--- src/rtl/muldiv_pkg.sv ---
// Shared constants for the multiply/divide issue controller: op codes,
// FSM state encoding and divider latency.
package muldiv_pkg;

  localparam int unsigned XLEN       = 32;
  localparam int unsigned OP_W       = 3;
  localparam int unsigned MD_DIV_LAT = 17;

  // Op codes presented by EX on req_op
  localparam logic [OP_W-1:0] MD_MULT  = 3'd0;
  localparam logic [OP_W-1:0] MD_MULTU = 3'd1;
  localparam logic [OP_W-1:0] MD_DIV   = 3'd2;
  localparam logic [OP_W-1:0] MD_DIVU  = 3'd3;
  localparam logic [OP_W-1:0] MD_MTHI  = 3'd4;
  localparam logic [OP_W-1:0] MD_MTLO  = 3'd5;

  // Controller states; ST_MUL_WAIT is only reachable with MULDIV_MUL_EN
  typedef enum logic [2:0] {
    ST_IDLE      = 3'd0,
    ST_DIV_START = 3'd1,
    ST_DIV_WAIT  = 3'd2,
    ST_DRAIN     = 3'd3,
    ST_MUL_WAIT  = 3'd4
  } state_e;

  // True for the ops that launch the external divider
  function automatic logic is_div_op(input logic [OP_W-1:0] op);
    return (op == MD_DIV) || (op == MD_DIVU);
  endfunction

  // True for the ops handled by the local multiplier
  function automatic logic is_mul_op(input logic [OP_W-1:0] op);
    return (op == MD_MULT) || (op == MD_MULTU);
  endfunction

endpackage

--- src/rtl/muldiv_ctrl_mul_core.sv ---
// Combinational 32x32->64 multiplier with signed/unsigned select.
// Only instantiated when MULDIV_MUL_EN is defined.
module mul_core
  import muldiv_pkg::*;
(
  input  logic [XLEN-1:0]   a,
  input  logic [XLEN-1:0]   b,
  input  logic              is_signed,
  output logic [2*XLEN-1:0] product
);

  logic [2*XLEN-1:0] a_ext;
  logic [2*XLEN-1:0] b_ext;

  // Extend both operands to 64 bits; the low 64 bits of the unsigned
  // product of the extended values are the correct signed/unsigned result
  always_comb begin
    a_ext   = {{XLEN{is_signed & a[XLEN-1]}}, a};
    b_ext   = {{XLEN{is_signed & b[XLEN-1]}}, b};
    product = a_ext * b_ext;
  end

endmodule

--- src/rtl/muldiv_ctrl.sv ---
// Issue controller and HI/LO owner for MIPS multiply/divide ops.
// Drives an external iterative divider (start pulse, stable operands,
// wait for div_complete) and handles flush while a divide is in flight.
// The parent drives the divider's resetn with ~reset.
// Optional feature macro: MULDIV_MUL_EN (builds MUL_WAIT and mul_core).
module muldiv_ctrl
  import muldiv_pkg::*;
(
  input  logic            clk,
  input  logic            reset,
  input  logic            req_valid,
  input  logic [OP_W-1:0] req_op,
  input  logic [XLEN-1:0] req_a,
  input  logic [XLEN-1:0] req_b,
  output logic            req_ready,
  input  logic            cancel,
  output logic            busy,
  output logic [XLEN-1:0] hi,
  output logic [XLEN-1:0] lo,
  output logic            div_start,
  output logic            div_signed,
  output logic [XLEN-1:0] div_x,
  output logic [XLEN-1:0] div_y,
  input  logic [XLEN-1:0] div_s,
  input  logic [XLEN-1:0] div_r,
  input  logic            div_complete
);

  state_e          state_q, state_d;
  logic [XLEN-1:0] hi_q, hi_d;
  logic [XLEN-1:0] lo_q, lo_d;
  logic [XLEN-1:0] div_x_q, div_x_d;
  logic [XLEN-1:0] div_y_q, div_y_d;
  logic            div_signed_q, div_signed_d;
  logic            accept;

`ifdef MULDIV_MUL_EN
  logic [XLEN-1:0]   mul_a_q, mul_a_d;
  logic [XLEN-1:0]   mul_b_q, mul_b_d;
  logic              mul_signed_q, mul_signed_d;
  logic [2*XLEN-1:0] mul_product;

  mul_core u_mul_core (
    .a         (mul_a_q),
    .b         (mul_b_q),
    .is_signed (mul_signed_q),
    .product   (mul_product)
  );
`endif

  assign accept = req_valid && req_ready;

  // State register
  always_ff @(posedge clk) begin
    if (reset) begin
      state_q <= ST_IDLE;
    end else begin
      state_q <= state_d;
    end
  end

  // Next-state logic; cancel always steers back toward IDLE, via DRAIN
  // when the divider is still running
  always_comb begin
    state_d = state_q;
    unique case (state_q)
      ST_IDLE: begin
        if (accept) begin
          if (is_div_op(req_op)) begin
            state_d = ST_DIV_START;
          end
`ifdef MULDIV_MUL_EN
          else if (is_mul_op(req_op)) begin
            state_d = ST_MUL_WAIT;
          end
`endif
        end
      end
      ST_DIV_START: begin
        state_d = cancel ? ST_IDLE : ST_DIV_WAIT;
      end
      ST_DIV_WAIT: begin
        if (div_complete) begin
          state_d = ST_IDLE;
        end else if (cancel) begin
          state_d = ST_DRAIN;
        end
      end
      ST_DRAIN: begin
        if (div_complete) begin
          state_d = ST_IDLE;
        end
      end
`ifdef MULDIV_MUL_EN
      ST_MUL_WAIT: begin
        state_d = ST_IDLE;
      end
`endif
      default: begin
        state_d = ST_IDLE;
      end
    endcase
  end

  // Handshake and divider strobe decoded from the current state
  always_comb begin
    req_ready = (state_q == ST_IDLE) && !cancel;
    busy      = (state_q != ST_IDLE);
    div_start = (state_q == ST_DIV_START) && !cancel;
  end

  // Datapath next values: HI/LO writes and operand capture at accept
  always_comb begin
    hi_d         = hi_q;
    lo_d         = lo_q;
    div_x_d      = div_x_q;
    div_y_d      = div_y_q;
    div_signed_d = div_signed_q;
`ifdef MULDIV_MUL_EN
    mul_a_d      = mul_a_q;
    mul_b_d      = mul_b_q;
    mul_signed_d = mul_signed_q;
`endif

    if (accept) begin
      if (req_op == MD_MTHI) begin
        hi_d = req_a;
      end else if (req_op == MD_MTLO) begin
        lo_d = req_a;
      end else if (is_div_op(req_op)) begin
        div_x_d      = req_a;
        div_y_d      = req_b;
        div_signed_d = (req_op == MD_DIV);
      end
`ifdef MULDIV_MUL_EN
      else if (is_mul_op(req_op)) begin
        mul_a_d      = req_a;
        mul_b_d      = req_b;
        mul_signed_d = (req_op == MD_MULT);
      end
`endif
    end

    // Divider result lands only if the op was not flushed this cycle
    if ((state_q == ST_DIV_WAIT) && div_complete && !cancel) begin
      lo_d = div_s;
      hi_d = div_r;
    end

`ifdef MULDIV_MUL_EN
    if ((state_q == ST_MUL_WAIT) && !cancel) begin
      hi_d = mul_product[2*XLEN-1:XLEN];
      lo_d = mul_product[XLEN-1:0];
    end
`endif
  end

  // Datapath registers
  always_ff @(posedge clk) begin
    if (reset) begin
      hi_q         <= '0;
      lo_q         <= '0;
      div_x_q      <= '0;
      div_y_q      <= '0;
      div_signed_q <= 1'b0;
    end else begin
      hi_q         <= hi_d;
      lo_q         <= lo_d;
      div_x_q      <= div_x_d;
      div_y_q      <= div_y_d;
      div_signed_q <= div_signed_d;
    end
  end

`ifdef MULDIV_MUL_EN
  // Latched multiplier operands, stable for the MUL_WAIT cycle
  always_ff @(posedge clk) begin
    if (reset) begin
      mul_a_q      <= '0;
      mul_b_q      <= '0;
      mul_signed_q <= 1'b0;
    end else begin
      mul_a_q      <= mul_a_d;
      mul_b_q      <= mul_b_d;
      mul_signed_q <= mul_signed_d;
    end
  end
`endif

  assign hi         = hi_q;
  assign lo         = lo_q;
  assign div_x      = div_x_q;
  assign div_y      = div_y_q;
  assign div_signed = div_signed_q;

endmodule

--- config.mk ---
export PLATFORM = sky130hd
export DESIGN_NAME = muldiv_ctrl
export DESIGN_NICKNAME = d
export VERILOG_FILES = /design/src/rtl/muldiv_pkg.sv /design/src/rtl/muldiv_ctrl_mul_core.sv /design/src/rtl/muldiv_ctrl.sv
export SDC_FILE = /design/constraint.sdc
export NUM_CORES = 1
export LEC_CHECK = 0
export ABC_AREA = 1
export BUFFER_PORTS_ARGS = -buffer_cell sky130_fd_sc_hd__buf_2
export CORE_ASPECT_RATIO = 0.9
export CORE_MARGIN = 5
export CORE_UTILIZATION = 50
export DETAILED_ROUTE_END_ITERATION = 16
export GPL_TIMING_DRIVEN = 0
export PLACE_DENSITY = 0.86
export SYNTH_ARGS = -nofsm -noshare
export SYNTH_HDL_FRONTEND = slang
export SYNTH_HIERARCHICAL = 1
export SYNTH_SLANG_ARGS = --single-unit
--- constraint.sdc ---
create_clock -name clk -period 3 [get_ports clk]
set_input_delay 0.45 -clock clk [delete_from_list [all_inputs] [get_ports clk]]
set_output_delay 0.45 -clock clk [all_outputs]
set_load 0.02 [all_outputs]
=== Word-level counts from Yosys, hierarchy flattened ===
Cells that the tools add are included.

* Register bits: 132
* Logic and storage cells: 50
* Output and inout bits: 132
* Bits of input ports: 136

* Bitwise gates (word level): 2
* Reduce and logical (&&, ||, !) cells: 16
* Multiplexer cells: 14
* Equal/unequal tests: 12

{| class="wikitable"
|+ Operators by type and width
! kind !! number
|-
| 32-bit 2-to-1 mux || 7
|-
| 3-bit 2-to-1 mux || 5
|-
| 3-bit by 2-bit == test with 1-bit output, second input constant || 4
|-
| 3-bit one-hot mux with 4 select lines || 1
|-
| 4-bit AND reduction || 2
|-
| 3-bit == test, second input constant || 2
|-
| 2-bit nonzero test || 3
|-
| 1-bit logical AND || 5
|-
| 2-bit by 1-bit inequality test with 1-bit output, second input constant || 2
|-
| 2-bit inequality test, second input constant || 2
|-
| 3-bit by 1-bit == test with 1-bit output, second input constant || 1
|-
| 3-bit zero test || 1
|-
| 3-bit inequality test, second input constant || 1
|-
| 3-bit AND reduction || 1
|-
| 3-bit nonzero test || 1
|-
| 2-bit 2-to-1 mux || 1
|-
| 1-bit NOT || 2
|-
| 2-bit AND reduction || 1
|-
| 1-bit zero test || 1
|-
| 1-bit logical OR || 1
|}

=== Longest topological paths before layout ===
Gate-level depths: netlist (run 1).

* Depth after elaboration: 5
* Depth in mapped cells: 8
* Gate-level depth less buffers: 7

=== Least setup slack after synthesis (run 1) ===
No wires, ideal clock.

* Kind: input to register
* From: input req_op[1]
* To: register div_x_q[22], in the netlist div_x[22]
* Buffers on the path: 2
* Setup time: 0.116 ns
* Arrival: 1.296 ns
* Stages on the path: 8
* Slack: 1.589 ns
* Required time: 2.884 ns
* Cells stage by stage: inv_1 or2_1 nor2_2 inv_2 buf_6 buf_2 nor2_1 nor2_1

* Longest elaborated chain between the ends: 3
* Elaborated cells on any way between the ends: 8
* Those cells by class: eq/ne: 4; bitwise: 2; reduce/logical: 2

{| class="wikitable"
|+ RTL lines
! element !! line !! RTL
|-
| from (decl) || muldiv_ctrl.sv:12 || <nowiki>input logic [OP_W-1:0] req_op,</nowiki>
|-
| 3-bit by 2-bit == test with 1-bit output (tied with other cells) || muldiv_pkg.sv:28 || <nowiki>return (op == MD_DIV) || (op == MD_DIVU);</nowiki>
|-
| 1-bit logical OR or 1-bit NOT (tied branches) || n/a ||
|-
| 4-bit AND reduction (no line) (*) || n/a ||
|-
| to (signal assigned) || muldiv_ctrl.sv:169 || <nowiki>div_x_q <= div_x_d;</nowiki>
|-
| to (decl) || muldiv_ctrl.sv:32 || <nowiki>logic [XLEN-1:0] div_x_q, div_x_d;</nowiki>
|}

Mark *: on every way between the ends. The rest lies on a longest branch, timed or not.
A chain may end at the register's enable or synchronous reset.

=== Final worst setup path (run 1) ===
* From: register state_q[1]
* To: register hi_q[30], in the netlist hi[30]

* Longest elaborated chain between the ends: 5
* Elaborated cells on any way between the ends: 10
* Those cells by class: eq/ne: 1; mux: 1; reduce/logical: 8

{| class="wikitable"
|+ RTL lines
! element !! line !! RTL
|-
| from (decl) || muldiv_ctrl.sv:29 || <nowiki>state_e state_q, state_d;</nowiki>
|-
| from (signal assigned) || muldiv_ctrl.sv:58 || <nowiki>state_q <= state_d;</nowiki>
|-
| 3-bit by 2-bit == test with 1-bit output or 3-bit zero test (tied branches) || muldiv_ctrl.sv:145, muldiv_ctrl.sv:107 ||
|-
| 1-bit logical AND, on equally long branches || muldiv_ctrl.sv:145, muldiv_ctrl.sv:107 ||
|-
| 1-bit logical AND, on equally long branches || muldiv_ctrl.sv:145, muldiv_ctrl.sv:51 ||
|-
| 2-bit nonzero test (no line) || n/a ||
|-
| 2-bit AND reduction (no line) || n/a ||
|-
| to (signal assigned) || muldiv_ctrl.sv:167 || <nowiki>hi_q <= hi_d;</nowiki>
|-
| to (decl) || muldiv_ctrl.sv:30 || <nowiki>logic [XLEN-1:0] hi_q, hi_d;</nowiki>
|}

Several ways; a longest one is shown, not always the timed one.

==> results of run 1 <==
flip-flops by register name, indices dropped and copies added (netlist names):
name and flops:
div_signed 1, div_x 32, div_y 32, lo 32
state_q 2, hi 32
final cells by class:
cell class	instances	area share
flip-flops and latches	131	0.348
multi-input cells	569	0.331
repair buffers	267	0.177
clock buffers	17	0.0564
plain buffers	64	0.0438
well taps	133	0.0221
clock inverters	15	0.0177
inverters	8	0.00398
layout by cell type (no fill, tap or decap), types with 6 or more instances in the layout:
cell type  synthesis  layout
a21oi_1           65      65
buf_2             27     294
buf_4             12      12
clkbuf_1          20      20
clkbuf_16          0      17
dfxtp_1          131     131
inv_1              6       6
nand2_1          130     130
nand3_1           94      94
nor2_1           169     169
o21ai_0           91      91
o21ai_1           10      10
kinds of logic (layout without fill, tap and decap cells):
group	Yosys count	count (layout)	synth area share
and+or+nand+nor	402	402	0.303
AOI/OAI and AO/OA	167	167	0.153
buffers and inverters	72	371	0.0657
DFF	131	131	0.478
report_power, final:
group / total, µW / switching [µW] / internal [µW]
Combinational: 496 / 321 / 175
Clock: 1960 / 812 / 1140
Sequential: 1820 / 25.2 / 1790
Total: 4270 / 1160 / 3110
layer usage:
metal | global-route usage | up-vias | share of wire
li1 | - | 3119 | -
met5 | 0 | - | 0
met4 | 0.0963 | 0 | 0.023
met1 | 0.361 | 2894 | 0.40
met2 | 0.492 | 333 | 0.48
met3 | 0.0787 | 39 | 0.095
final timing paths:
check                           from                      to  slack [ps]  depth (start not counted)
max reg2reg  state_q[1]$_SDFFE_PP0P_     hi[30]$_SDFFE_PP0P_        1310                          8
max          state_q[1]$_SDFFE_PP0P_     hi[30]$_SDFFE_PP0P_        1310                          8
min                        req_b[11]  div_y[11]$_SDFFE_PP0P_         260                          3
min reg2reg       hi[8]$_SDFFE_PP0P_      hi[8]$_SDFFE_PP0P_         460                          2
through the flow:
stage / hold WS, ps / instance area, µm² / total power [µW]
2_1_floorplan: 540 / 5480 / 2110
3_3_place_gp: 447 / 6990 / 2330
3_5_place_dp: 451 / 6990 / 2340
4_1_cts: 255 / 7550 / 4270
5_1_grt: 254 / 7550 / 4420
6_report: 258 / 7550 / 4270
critical path, delay by kind of cell (launching register included):
| family | cells | cell delay [ps] |
|---|---|---|
| buffers and inverters | 2 | 330 |
| AOI/OAI and AO/OA | 1 | 140 |
| and+or+nand+nor | 5 | 750 |
| DFF | 1 | 360 |
==> out/results.txt, run 1 <==
Required time of the critical path: 3300 ps
Post-CTS sizing: 0
Largest fanout on the critical path: 10
Tmin final: 1690 ps
Worst Slack Setup Final: 1310 ps
Post-Route WL: 20000 µm
Die W: 120 µm
TritonCTS clock tree: done
CP arrival: 2000 ps
Drt pass-1 iters: 5
Post-synth top area share: 0.478
Utilization after layout: 0.701
Die Y: 109 µm
Share of post-route cells with drive strength above 1: 0.328
Actual slew at the worst max-slew pin: 553 ps
Max-Cap Viols: 0
CTS sink count: 131
Number of enable flip-flop cells after synthesis: 0
Ranking of synthesized cells by area: dfxtp_1 (48%), nor2_1 (12%), nand2_1 (8.9%)
Wire length per cell: 16.6 µm
Crit path capture type: flop
Storage element area: 2620 µm²
Peak supply drop: 0.000385 V
P_leak: 0.00391 µW
Global-route wire length before repair: 30000 µm
Cts bufs inserted: 17
Clk_lat worst skew: 410 ps
Gr usage total: 0.290
Ys Warns: 6
Post-route DRC: 0
Grt ovf: 0
Area of the multi-input gates: 2500 µm²
Setup CP Type: flop to flop
Status: finished, final reports clean
Fillers: 928
Distinct cells, synth: 23
CP peak stage delay: 360 ps
Post-Syn Area per Cell: 7.10 µm²
Post-synthesis async set-or-reset flop share: 0
I/O pins: 268
ANT cells: 0
Dpl hpwl: 14800 µm
Hold Crit Class: primary input to flop
FP Rows: 36
Relative slew slack: 0.631
CORE AREA: 10800 µm²
Maximum clock rate: 591 MHz
Final Net Count: 1194
H-tree lvl count: 4
Synthesized cell area: 5480 µm²
Vias in the first global route: 5930
Most frequent cells after synthesis: nor2_1 (169), dfxtp_1 (131), nand2_1 (130), nand3_1 (94), o21ai_0 (91)
Seq/Total Area, Yosys: 0.478
Yosys top cell by area: dfxtp_1
Top cell by count, worst path: nand2_1
Die ar.: 13200 µm²
Setup violators final: 0
ANT nets after route: 0
Cells along the critical path: nand2_1 > inv_2 > nand2_4 > nand2_1 > nand2_1 > buf_4 > o21ai_1 > nor2_1
Final Hold Violating Endpoints: 0
Initial antenna violation count: 0
Vias: 6385
Final worst path period share: 0.564
Place WS: 1040 ps
Area growth syn-to-layout: 37.6%
Post-synthesis register bit count: 131
Non-Filler Instances: 1204
Clock root cell: clkbuf_16
Port Buffers: 267
Placed cell count: 1172
Setup TNS: 0 ps
Cell at the slowest stage of the critical path: dfxtp_1
Vias/cell: 5.30
CTS clock-pin slew for the worst setup and hold paths: 60 ps
Pwr dens: 566 nW/µm²
Mapped Nets: 908
Max clock buf depth: 2
Fin. max-slew vios: 0
Drt initial violations: 634
CTS Hold Bufs: 0
Most common cell in the synthesized netlist: nor2_1
Largest net degree at the start of global routing: 17
Gpl congestion: 0.907
Final Skew: 5.94 ps
Top_reg_cell synth: dfxtp_1
Cells after Synth: 772
CP Launch Type: flop
RSZ-0062 raised after global routing: no
Initial core utilization: 0.509
Post CTS Setup Buffer Count: 0
Power figures use the tool's default switching activity.
==> run 2: changes to the inputs <==
- CORE_UTILIZATION: 50 -> 46
- PLACE_DENSITY: 0.86 -> 0.8
- clock period: 3 -> 1.7 ns (I/O delays scaled with it)
==> out/results.txt, run 2 (synthesis results as in run 1) <==
Setup CP Type: flop to flop
Relative slew slack: 0.596 (-0.0350)
Final Net Count: 1194 (unchanged)
Grt ovf: 0 (unchanged)
Initial antenna violation count: 0 (unchanged)
Gpl congestion: 0.907 (about the same)
Post-route DRC: 0 (unchanged)
Cts bufs inserted: 17 (unchanged)
Clk_lat worst skew: 420 ps (about the same)
Crit path capture type: flop
Most frequent cells in the layout: buf_2 (293), nor2_1 (168), dfxtp_1 (131), nand2_1 (127), nand3_1 (94)
Vias/cell: 5.25 (-0.92%)
Hold Crit Class: primary input to flop
CP arrival: 1920 ps (-80 ps)
Largest fanout on the critical path: 10 (unchanged)
CTS sink count: 131 (unchanged)
CORE AREA: 11600 µm² (+7.5%)
Share of post-route cells with drive strength above 1: 0.333 (+0.00560)
I/O pins: 268 (unchanged)
Vias: 6447 (+0.97%)
Port Buffers: 267 (unchanged)
Die W: 125 µm (+3.9%)
Final worst path period share: 0.950 (+0.386)
Non-Filler Instances: 1227 (+1.9%)
Setup violators final: 0 (unchanged)
Leading cell type in the layout, fill and taps excluded: buf_2
CP peak stage delay: 350 ps (about the same)
Pwr dens: 1010 nW/µm² (+79%)
Clock root cell: clkbuf_16
Status: finished, final reports clean
Final Hold Violating Endpoints: 0 (unchanged)
Wire length per cell: 16.9 µm (+2.0%)
Placed cell count: 1195 (+2.0%)
Post-Route WL: 20800 µm (+3.9%)
Dpl hpwl: 15300 µm (+3.9%)
Fin. max-slew vios: 0 (unchanged)
Global-route wire length before repair: 32600 µm (+8.6%)
Buf/Inv on CP: 3 (+1)
P_leak: 0.00392 µW (+0.14%)
ANT cells: 0 (unchanged)
M3 GR Usage: 0.0908 (+0.0121)
CTS clock-pin slew for the worst setup and hold paths: 60 ps (about the same)
Cell at the slowest stage of the critical path: dfxtp_1
Met1 usage in global routing: 0.348 (-0.0128)
Vias in the first global route: 6381 (+7.6%)
Die Y: 114 µm (+3.9%)
RSZ-0062 raised after global routing: no
Peak supply drop: 0.000772 V (+100%)
CP Launch Type: flop
Crit path max-delay family: simple AND/OR/NAND/NOR gates
Die ar.: 14200 µm² (+7.9%)
Met2 Use GR: 0.481 (-0.0110)
Final total power: 7690 µW (+80%)
Actual slew at the worst max-slew pin: 606 ps (+52.5 ps)
Gr usage total: 0.285 (-0.00526)
Cells along the critical path: nor2_2 > nand3_2 > nor2_2 > inv_2 > buf_6 > buf_2 > nor2_1 > nor2_1
ANT nets after route: 0 (unchanged)
Area growth syn-to-layout: 38.8%
H-tree lvl count: 4 (unchanged)
Largest net degree at the start of global routing: 17 (unchanged)
Drt pass-1 iters: 5 (unchanged)
Maximum clock rate: 619 MHz (+4.8%)
Initial core utilization: 0.474 (-0.0356)
FP Rows: 37 (+2.8%)
TritonCTS clock tree: done
Max-Cap Viols: 0 (unchanged)
GR peak layer: met2
Drt initial violations: 514 (-19%)
Final Skew: 8.82 ps (+2.89 ps)
Tmin final: 1620 ps (-77.2 ps)
Required time of the critical path: 2010 ps (-1290 ps)
Max clock buf depth: 2 (unchanged)
==> run 2: cell types whose count changed in the layout (fill, tap and decap cells not counted), sizes merged <==
cell	change
buf	-1
clkbuf	+3
clkinvlp	+2
inv	+1
clkinv	-5
==> run 2: through the flow <==
stage / hold WS, ps / setup WS [ps] / util / TNS [ps] / cell area (µm²)
2_1_floorplan: 390 / 444 / - / 0 / 5480
3_3_place_gp: 449 / -82.0 / 0.606 / -807 / 7020
3_5_place_dp: 452 / -134 / 0.606 / -1430 / 7020
4_1_cts: 54.4 / 79.7 / 0.656 / 0 / 7600
5_1_grt: 60.3 / 0.784 / 0.658 / 0 / 7610
6_report: 62.0 / 84.6 / 0.658 / 0 / 7610
==> run 2: layer usage <==
metal / part of all wire / wire, µm / vias to the layer above
met3: 0.099 / 2060 / 47
met4: 0.025 / 523 / 0
met1: 0.40 / 8360 / 2969
met2: 0.47 / 9820 / 309
met5: 0 / 0 / -
li1: - / - / 3122
==> run 2: worst paths after layout <==
check | from | endpoint | slack, ps | cells past startpoint
worst max register to register | state_q[0]$_SDFFE_PP0P_ | div_x[10]$_SDFFE_PP0P_ | 80 | 8
worst min-delay path | req_b[18] | div_y[18]$_SDFFE_PP0P_ | 60 | 3
worst min register to register | hi[22]$_SDFFE_PP0P_ | hi[22]$_SDFFE_PP0P_ | 460 | 2
worst max-delay path | state_q[0]$_SDFFE_PP0P_ | div_x[10]$_SDFFE_PP0P_ | 80 | 8
==> run 2: timing repair <==
item	in CTS	in global routing
gates resized for setup	1	10
setup endpoints to repair	11	40
setup buffers	0	0
hold endpoints to repair	0	0
hold buffers	0	0
==> run 2: layout make-up <==
| type | count | area (µm²) |
|---|---|---|
| multi-input cells | 569 | 2510 |
| plain buffers | 64 | 338 |
| flip-flops and latches | 131 | 2620 |
| clock inverters | 13 | 125 |
| well taps | 156 | 195 |
| repair buffers | 267 | 1340 |
| inverters | 8 | 30.0 |
| clock buffers | 19 | 453 |
| fillers | 1126 | 3960 |
==> run 2: worst register-to-register path, delay by kind of cell, from the launching register on <==
kind,cells,cell delay [ps]
simple gates,5,750
flops,1,350
buf+inv,3,410
==> run 2: where the power goes <==
part / total (µW) / leakage (µW) / internal (µW) / switching (µW)
combinational: 887 / 0.00259 / 312 / 575
sequential: 3200 / 0.00106 / 3160 / 44.5
clock: 3600 / 0.000269 / 2110 / 1490
total: 7690 / 0.00392 / 5580 / 2110
==> run 3: changes to the inputs <==
--- a/config.mk
+++ b/config.mk
@@ -7,3 +7,2 @@
 export LEC_CHECK = 0
-export ABC_AREA = 1
 export BUFFER_PORTS_ARGS = -buffer_cell sky130_fd_sc_hd__buf_2
--- a/constraint.sdc
+++ b/constraint.sdc
@@ -3,2 +3,2 @@
 set_output_delay 0.255 -clock clk [all_outputs]
-set_load 0.02 [all_outputs]
+set_load 0.1 [all_outputs]
==> out/results.txt, run 3 <==
Die ar.: 14300 µm² (+0.71%)
Initial core utilization: 0.463 (-0.0107)
Largest fanout on the critical path: 10 (unchanged)
Drt pass-1 iters: 7 (+2)
Vias: 6402 (-0.70%)
WHS: 91.0 ps (+29.0 ps)
Status: finished with violations
Global-route wire length before repair: 32700 µm (+0.32%)
Crit path capture type: flop
Cells along the critical path: or4b_4 > buf_12 > buf_4 > o21ai_1 > a21oi_1
Post-synthesis async set-or-reset flop share: 0 (unchanged)
ANT cells: 0 (unchanged)
Placed cell count: 1067 (-11%)
NetSw: 2370 µW (+13%)
Max clock buf depth: 2 (unchanged)
Final worst path period share: 1.01 (+0.0605)
Distinct cells, synth: 28 (+22%)
Top_reg_cell synth: dfxtp_1
Synthesized cell area: 5530 µm² (+0.78%)
Hold Path Origin: req_b[3]
Leading cell type in the layout, fill and taps excluded: buf_2
Worst Slack Setup Final: -18.3 ps (-103 ps)
RSZ-0062 raised after global routing: yes
Logic pwr share: 0.151 (+0.036)
FP Rows: 38 (+2.7%)
P_leak: 0.00331 µW (-15%)
Gpl congestion: 0.923 (+1.7%)
Setup TNS: -18.3 ps (-18.3 ps)
Reg power frac: 0.389 (-0.028)
Most frequent cells after synthesis: dfxtp_1 (131), o21ai_0 (93), nand3_1 (92), a21oi_1 (66), clkbuf_1 (57)
Dpl hpwl: 15600 µm (+1.8%)
Post-synth top area share: 0.475 (-0.00368)
Fin. max-slew vios: 0 (unchanged)
Area growth syn-to-layout: 44.7%
Setup violators final: 1 (+1)
Ranking of synthesized cells by area: dfxtp_1 (47%), o21ai_0 (8.4%), nand3_1 (8.3%)
Actual slew at the worst max-slew pin: 708 ps (+102 ps)
Share of post-route cells with drive strength above 1: 0.405 (+0.0716)
Failing checks: negative setup slack
Most frequent cells in the layout: buf_2 (273), dfxtp_1 (129), nand3_1 (92), a21oi_1 (66), o21ai_1 (58)
Peak supply drop: 0.000700 V (-9.3%)
Wire length per cell: 19.7 µm (+16%)
Initial antenna violation count: 0 (unchanged)
Most common cell in the synthesized netlist: dfxtp_1
Post-route DRC: 0 (unchanged)
Hold Crit Class: primary input to flop
Required time of the critical path: 1970 ps (-40 ps)
Finished Cell Area: 8000 µm² (+5.1%)
Final Skew: 7.41 ps (-1.41 ps)
Maximum clock rate: 582 MHz (-6.0%)
Post-synthesis register bit count: 131 (unchanged)
Drt initial violations: 526 (+2.3%)
Source of the worst register-to-register timing path: state_q[0]$_SDFFE_PP0P_
Non-Filler Instances: 1101 (-10%)
Final Hold Violating Endpoints: 0 (unchanged)
CP Launch Point: state_q[0]$_SDFFE_PP0P_
Port Buffers: 266 (-0.37%)
Largest net degree at the start of global routing: 17 (unchanged)
Max-Cap Viols: 0 (unchanged)
Place WS: -491 ps (-357 ps)
Mapped Nets: 777 (-14%)
Vias/cell: 5.81 (+11%)
TritonCTS clock tree: done
Yosys top cell by area: dfxtp_1
Seq/Total Area, Yosys: 0.475 (-0.00368)
Grt ovf: 0 (unchanged)
Die W: 126 µm (+0.36%)
CORE AREA: 11900 µm² (+3.1%)
Dpl cell area: 7080 µm² (+0.91%)
ANT nets after route: 0 (unchanged)
CP arrival: 1990 ps (+70 ps)
CP Launch Type: flop
Clk_lat worst skew: 420 ps (about the same)
CTS clock-pin slew for the worst setup and hold paths: 60 ps (about the same)
Post-Route WL: 21600 µm (+4.3%)
Clock root cell: clkbuf_16
Vias in the first global route: 6097 (-4.5%)
Clock share of power: 0.461 (-0.007)
Number of enable flip-flop cells after synthesis: 0 (unchanged)
CP peak stage delay: 580 ps (+230 ps)
Post-Syn Area per Cell: 8.62 µm² (+21%)
P_int: 5780 µW (+3.5%)
Pwr dens: 1020 nW/µm² (+0.90%)
Gr usage total: 0.287 (+0.00202)
Switching share of power: 0.291 (+0.0172)
Tmin final: 1720 ps (+103 ps)
I/O pins: 268 (unchanged)
Final Net Count: 1065 (-11%)
Cts bufs inserted: 17 (unchanged)
Relative slew slack: 0.528 (-0.0681)
CTS sink count: 131 (unchanged)
Ys Warns: 6 (unchanged)
Setup CP Type: flop to flop
Die Y: 114 µm (+0.35%)
H-tree lvl count: 4 (unchanged)
Cell at the slowest stage of the critical path: or4b_4
Cells after Synth: 641 (-17%)
-- run 3: cell types whose count changed after synthesis, sizes merged, moves of 7 or more --
cell	delta
nand2	-130
mux2i	+36
nor2	-121
o21bai	+16
clkbuf	+35
a221oi	+36
a311oi	+13
o21ai	-7
inv	-8
a31oi	+16
buf	-25
-- run 3: critical path, delay by kind of cell, from the launching register on --
| family | cells | cell delay, ps |
|---|---|---|
| DFF | 1 | 370 |
| and+or+nand+nor | 1 | 580 |
| buffers and inverters | 2 | 350 |
| AOI/OAI and AO/OA | 2 | 280 |
-- run 3: cell families after synthesis --
| kind of cell | share of synthesized area |
|---|---|
| AO/OA/AOI/OAI | 0.264 |
| buffers and inverters | 0.0557 |
| multiplexers | 0.0652 |
| flip-flops | 0.475 |
| AND/OR/NAND/NOR | 0.141 |
-- run 3: per-stage QoR --
stage	total power, µW	utilization
floorplan	3990	-
global placement	4370	0.593
detailed placement	4380	0.593
CTS	8090	0.653
global route	8370	0.670
finish	8150	0.670
-- run 3: cell type report --
cell class,count,area (µm²)
clock inverter,13,161
clock buffer,18,439
fill,1054,3940
sequential,131,2630
timing repair buffer,270,1380
multi-input combinational,436,2790
buffer,73,404
tap,160,200
-- run 3: final timing paths --
path	endpoint	slack [ps]	depth (start not counted)
setup / recovery	div_x[17]$_SDFFE_PP0P_	-20	5
hold / removal	div_y[3]$_SDFFE_PP0P_	90	3
setup reg to reg	div_x[17]$_SDFFE_PP0P_	-20	5
hold reg to reg	div_x[31]$_SDFFE_PP0P_	460	2
-- run 3: routing by layer --
metal / GRT usage / share of wire / vias to the layer above
li1: - / - / 2963
met1: 0.365 / 0.40 / 3045
met2: 0.471 / 0.48 / 346
met3: 0.0730 / 0.087 / 48
met4: 0.109 / 0.030 / 0
met5: 0 / 0 / -
-- run 3: timing repair --
item / in CTS / in global routing
hold buffers: 0 / 0
pin swaps: 2 / 3
resized for setup: 45 / 146
setup buffers: 4 / 0
endpoints found under the setup margin: 133 / 129
-- run 3: power groups by stage --
| stage | registers (µW) | clock network (µW) | logic (µW) |
|---|---|---|---|
| finish | 3170 | 3750 | 1230 |
| detailed placement | 3230 | 0 | 1140 |
| global route | 3170 | 3910 | 1290 |
| CTS | 3170 | 3750 | 1170 |
| floorplan | 3690 | 0 | 306 |
| global placement | 3230 | 0 | 1140 |
